File: config.mk
export PLATFORM = sky130hd
export DESIGN_NAME = mskmc_col_sched
export DESIGN_NICKNAME = d
export VERILOG_FILES = /design/src/rtl/mskmc_col_sched.sv
export SDC_FILE = /design/constraint.sdc
export NUM_CORES = 1
export LEC_CHECK = 0
export ABC_AREA = 1
export CORE_UTILIZATION = 47
export DETAILED_ROUTE_END_ITERATION = 12
export PLACE_DENSITY = 0.78
export SETUP_SLACK_MARGIN = 0.1
export SLEW_MARGIN = 20
export SYNTH_ARGS = -nofsm -noshare
export SYNTH_HDL_FRONTEND = slang
export SYNTH_SLANG_ARGS = --single-unit
File: constraint.sdc
create_clock -name clk -period 1.24 [get_ports clk]
set_input_delay 0.124 -clock clk [delete_from_list [all_inputs] [get_ports clk]]
set_output_delay 0.124 -clock clk [all_outputs]
set_load 0.05 [all_outputs]
File: src/rtl/mskmc_col_sched.sv
// Masked MixColumns column sequencer: one column per cycle, sharewise GF(2^8) arithmetic,
// single output register stage with valid/ready and per-state final-round bypass.
module mskmc_col_sched #(
    parameter int unsigned d = 2
) (
    input  logic            clk,
    input  logic            rst_n,
    input  logic            in_valid,
    output logic            in_ready,
    input  logic [32*d-1:0] in_col,
    input  logic            in_last_round,
    output logic            out_valid,
    input  logic            out_ready,
    output logic [32*d-1:0] out_col,
    output logic [1:0]      out_idx,
    output logic            out_last_col,
    output logic            out_bypassed
);

    localparam int unsigned W = 32 * d;

    typedef enum logic {StIdle, StActive} state_e;

    state_e         state_q;
    logic [1:0]     col_cnt_q;
    logic           byp_q;
    logic           out_valid_q;
    logic [W-1:0]   out_col_q;
    logic [1:0]     out_idx_q;
    logic           out_last_q;
    logic           out_byp_q;

    logic           accept;
    logic           byp_now;
    logic [W-1:0]   mix_col;

    function automatic logic [7:0] xtime(input logic [7:0] b);
        return {b[6:0], 1'b0} ^ (b[7] ? 8'h1b : 8'h00);
    endfunction

    // Each share is mixed on its own; bytes of different shares never meet.
    function automatic logic [W-1:0] mix_masked(input logic [W-1:0] col);
        logic [3:0][7:0] a;
        logic [3:0][7:0] b;
        logic [W-1:0]    res;
        res = '0;
        for (int j = 0; j < int'(d); j++) begin
            for (int k = 0; k < 4; k++) begin
                for (int i = 0; i < 8; i++) begin
                    a[k][i] = col[k*8*int'(d) + i*int'(d) + j];
                end
            end
            for (int k = 0; k < 4; k++) begin
                b[k] = xtime(a[k]) ^ xtime(a[(k+1)%4]) ^ a[(k+1)%4]
                     ^ a[(k+2)%4] ^ a[(k+3)%4];
            end
            for (int k = 0; k < 4; k++) begin
                for (int i = 0; i < 8; i++) begin
                    res[k*8*int'(d) + i*int'(d) + j] = b[k][i];
                end
            end
        end
        return res;
    endfunction

    assign mix_col  = mix_masked(in_col);
    assign in_ready = ~out_valid_q | out_ready;
    assign accept   = in_valid & in_ready;
    // The bypass decision is sampled only at the first column of a state.
    assign byp_now  = (state_q == StIdle) ? in_last_round : byp_q;

    always_ff @(posedge clk or negedge rst_n) begin
        if (!rst_n) begin
            state_q     <= StIdle;
            col_cnt_q   <= 2'd0;
            byp_q       <= 1'b0;
            out_valid_q <= 1'b0;
            out_col_q   <= '0;
            out_idx_q   <= 2'd0;
            out_last_q  <= 1'b0;
            out_byp_q   <= 1'b0;
        end else begin
            if (accept) begin
                out_col_q   <= byp_now ? in_col : mix_col;
                out_idx_q   <= col_cnt_q;
                out_last_q  <= (col_cnt_q == 2'd3);
                out_byp_q   <= byp_now;
                out_valid_q <= 1'b1;
                byp_q       <= byp_now;
                col_cnt_q   <= col_cnt_q + 2'd1;
                unique case (state_q)
                    StIdle:   state_q <= StActive;
                    StActive: if (col_cnt_q == 2'd3) state_q <= StIdle;
                    default:  state_q <= StIdle;
                endcase
            end else if (out_ready) begin
                out_valid_q <= 1'b0;
            end
        end
    end

    assign out_valid    = out_valid_q;
    assign out_col      = out_col_q;
    assign out_idx      = out_idx_q;
    assign out_last_col = out_last_q;
    assign out_bypassed = out_byp_q;

endmodule

==> results.json <==
{
  "outcome": "complete, but fails checks",
  "violations": "negative setup slack",
  "clock_skew_ns": 0.00702,
  "hp-class": "in2async",
  "rows": 42,
  "cp_common_cell": "nand2_1",
  "coreArea_mm2": 0.0133,
  "crit_start": "state_q",
  "final_util_pct": 76.8,
  "path_buf_inv": 2,
  "ys_seq_area_share_pct": 27.9,
  "antenna_found_initial": 0,
  "synthCells": 1025,
  "crit_path_start_kind": "flop",
  "syn_to_final_growth_pct": 58.6,
  "crit_cells": 6,
  "final_area_mm2": 0.0103,
  "synth_edf_count": 0,
  "met1_usage_pct": 33.6,
  "final_common_cell": "nand2_1",
  "crit_chain": "o21ai_4 > buf_4 > clkbuf_16 > nand3_1 > nand2_1 > nand2_1",
  "clkLatencyLatePin_ns": 0.35,
  "viasPerCell": 5.01,
  "r2r_start": "state_q",
  "hpwl_um": 14200,
  "total_power_w": 0.0205,
  "drc_errors": 0,
  "n_antenna_cell": 0,
  "nFillCells": 945,
  "endpoint_kind": "flop",
  "hold_viol": 0,
  "firstDrtPassIters": 8,
  "cts_buffers": 9,
  "grtUsageMet3_pct": 3.40,
  "grtUsageTotal_pct": 29.0,
  "avgSynthCellArea_um2": 6.31,
  "tritoncts": "done",
  "overflow": 0,
  "grt_pass1_wl_um": 32900,
  "r2r_end": "out_col[6]",
  "tightest_slew_ns": 0.470,
  "nNetsFinal": 1345,
  "place_congestion": 0.988,
  "endpoint": "out_col[6]",
  "drive_gt1_share_pct": 24.5,
  "die_area_mm2": 0.0142,
  "syn_nets": 1095,
  "finalSetupViolCount": 65,
  "clockBufferDepth": 2,
  "grt_pass1_vias": 7195,
  "cp_slowest_cell": "dfrtp_1",
  "yosys_warnings": 0,
  "cp.required_ns": 1.47,
  "clkSinkCount": 72,
  "pin_count": 139,
  "busiest_layer": "met2",
  "rrSetupSlack_ns": -0.17,
  "initial_core_util_pct": 48.4,
  "root_buffer": "clkbuf_16",
  "async_reset_ff_share_pct": 100,
  "timing.fmax_mhz": 707,
  "p_leak_nw": 5.44,
  "cpPeakStageDelay_ns": 0.42,
  "crit_fanout": 17,
  "grt_max_degree": 73,
  "critPathKind": "reg2reg",
  "wirelength_um": 20200,
  "ys_ff_latch": 72,
  "fin_ws_ns": -0.173,
  "pwr_density_cell_mw_per_mm2": 2000,
  "ys_types": 27,
  "die-height_um": 119,
  "vias": 7284,
  "critical-path-top-delay-family": "flip-flops",
  "port_buffers": 138,
  "clk_pin_slew_ns": 0.06,
  "maxSlewHeadroom_pct": 68.5,
  "wl_per_cell_um": 13.9,
  "synth.cell_area_mm2": 0.00646,
  "timing.final.max_slew_violations": 0,
  "htreeDepth": 3,
  "ir_drop_v": 0.00152,
  "final_cell_mix": "nand2_1 (460), buf_4 (135), buf_12 (81)",
  "rsz0062_at_grt": "true",
  "min_period_ns": 1.41,
  "cp.arrival_ns": 1.65,
  "dieWidth_um": 119,
  "drv_cap": 0,
  "fin_crit_sh_pct": 114,
  "synthFlopType": "dfrtp_1",
  "whs_ns": 0.342,
  "drt_iter0_drc": 530,
  "r2r_cells": 6,
  "antenna_left": 0,
  "postPlaceCellArea_mm2": 0.00971,
  "grt_use_met2_pct": 52.1
}
## synth_stat cells (all sizes together) (4+ instances only)
library cell	n	area (µm²)
a21oi	61	305
buf	52	332
dfrtp	72	1800
inv	94	363
nand2	470	1780
nand3	70	350
nand4	4	25.0
nor2	32	120
o21a	9	67.6
o21ai	41	209
or2	4	25.0
xnor2	49	497
xor2	61	549
## per-layer routing
| layer | share of wire (%) | up-vias | wire length [µm] |
|---|---|---|---|
| li1 | - | 3653 | - |
| met1 | 41 | 3312 | 8200 |
| met2 | 51 | 271 | 10300 |
| met3 | 5.4 | 48 | 1100 |
| met4 | 3.2 | 0 | 644 |
| met5 | 0 | - | 0 |
## worst register-to-register path, stage by stage, from the launching register on
cell and delay (ns):
dfrtp_1 0.42, o21ai_4 0.28, buf_4 0.19, clkbuf_16 0.17
nand3_1 0.09, nand2_1 0.10, nand2_1 0.06
## power by group
part	total (W)	internal (W)	leakage [nW]	switching, W
Clock	0.00238	0.00133	0.132	0.00105
Sequential	0.00453	0.00336	0.872	0.00117
Combinational	0.0136	0.00621	4.44	0.00741
## flip-flops by register name (all words and copies together), names as in the netlist
register	count
out_idx	2
out_bypassed	1
state_q	1
out_valid	1
out_col	64
out_last_col	1
col_cnt_q	2
## worst min-delay path by stage
| stage | depth (start not counted) | end | slack (ns) |
|---|---|---|---|
| after detailed placement | 2 | out_col[53] | 0.18 |
| after CTS | 3 | out_col[63] | 0.36 |
| final | 3 | out_col[63] | 0.34 |
| after global routing | 6 | out_col[49] | 0.37 |
| after global placement | 2 | out_col[51] | 0.17 |
| after floorplan | 0 | col_cnt_q[0] | -0.17 |
## cell families after synthesis
kind of cell	count (synthesis)	share of synthesized area (%)
adder cells (fa/ha/maj)	1	0.194
AO/OA/AOI/OAI	111	9.00
flip-flops	72	27.9
buffers and inverters	149	11.0
XOR/XNOR	110	16.2
AND/OR/NAND/NOR	582	35.8
## cell type report
cell class	count	area (µm²)	share of cell area [%]
multi-input cells	805	4150	40.4
flip-flops and latches	72	1800	17.6
well taps	176	220	2.15
clock buffers	10	229	2.23
inverters	95	374	3.65
repair buffers	292	3460	33.7
clock inverters	5	25.0	0.244
## timing repair
action	4_1_cts	5_1_grt
cloned	3	1
pin swaps	1	3
buffers inserted	0	1
endpoints found under the setup margin	68	72
endpoints found under the hold margin	72	0
resized for setup	21	32
hold buffers	1	0
## per-stage QoR
step	cells	TNS, ns	setup slack [ns]
final	1455	-5.94	-0.173
after global routing	1455	-10.15	-0.208
after CTS	1453	-2.19	-0.115
after detailed placement	1434	-21.78	-0.416
after global placement	1434	-19.54	-0.354
after floorplan	1025	-6.19	-0.106
(Power assumes the default switching activity.)
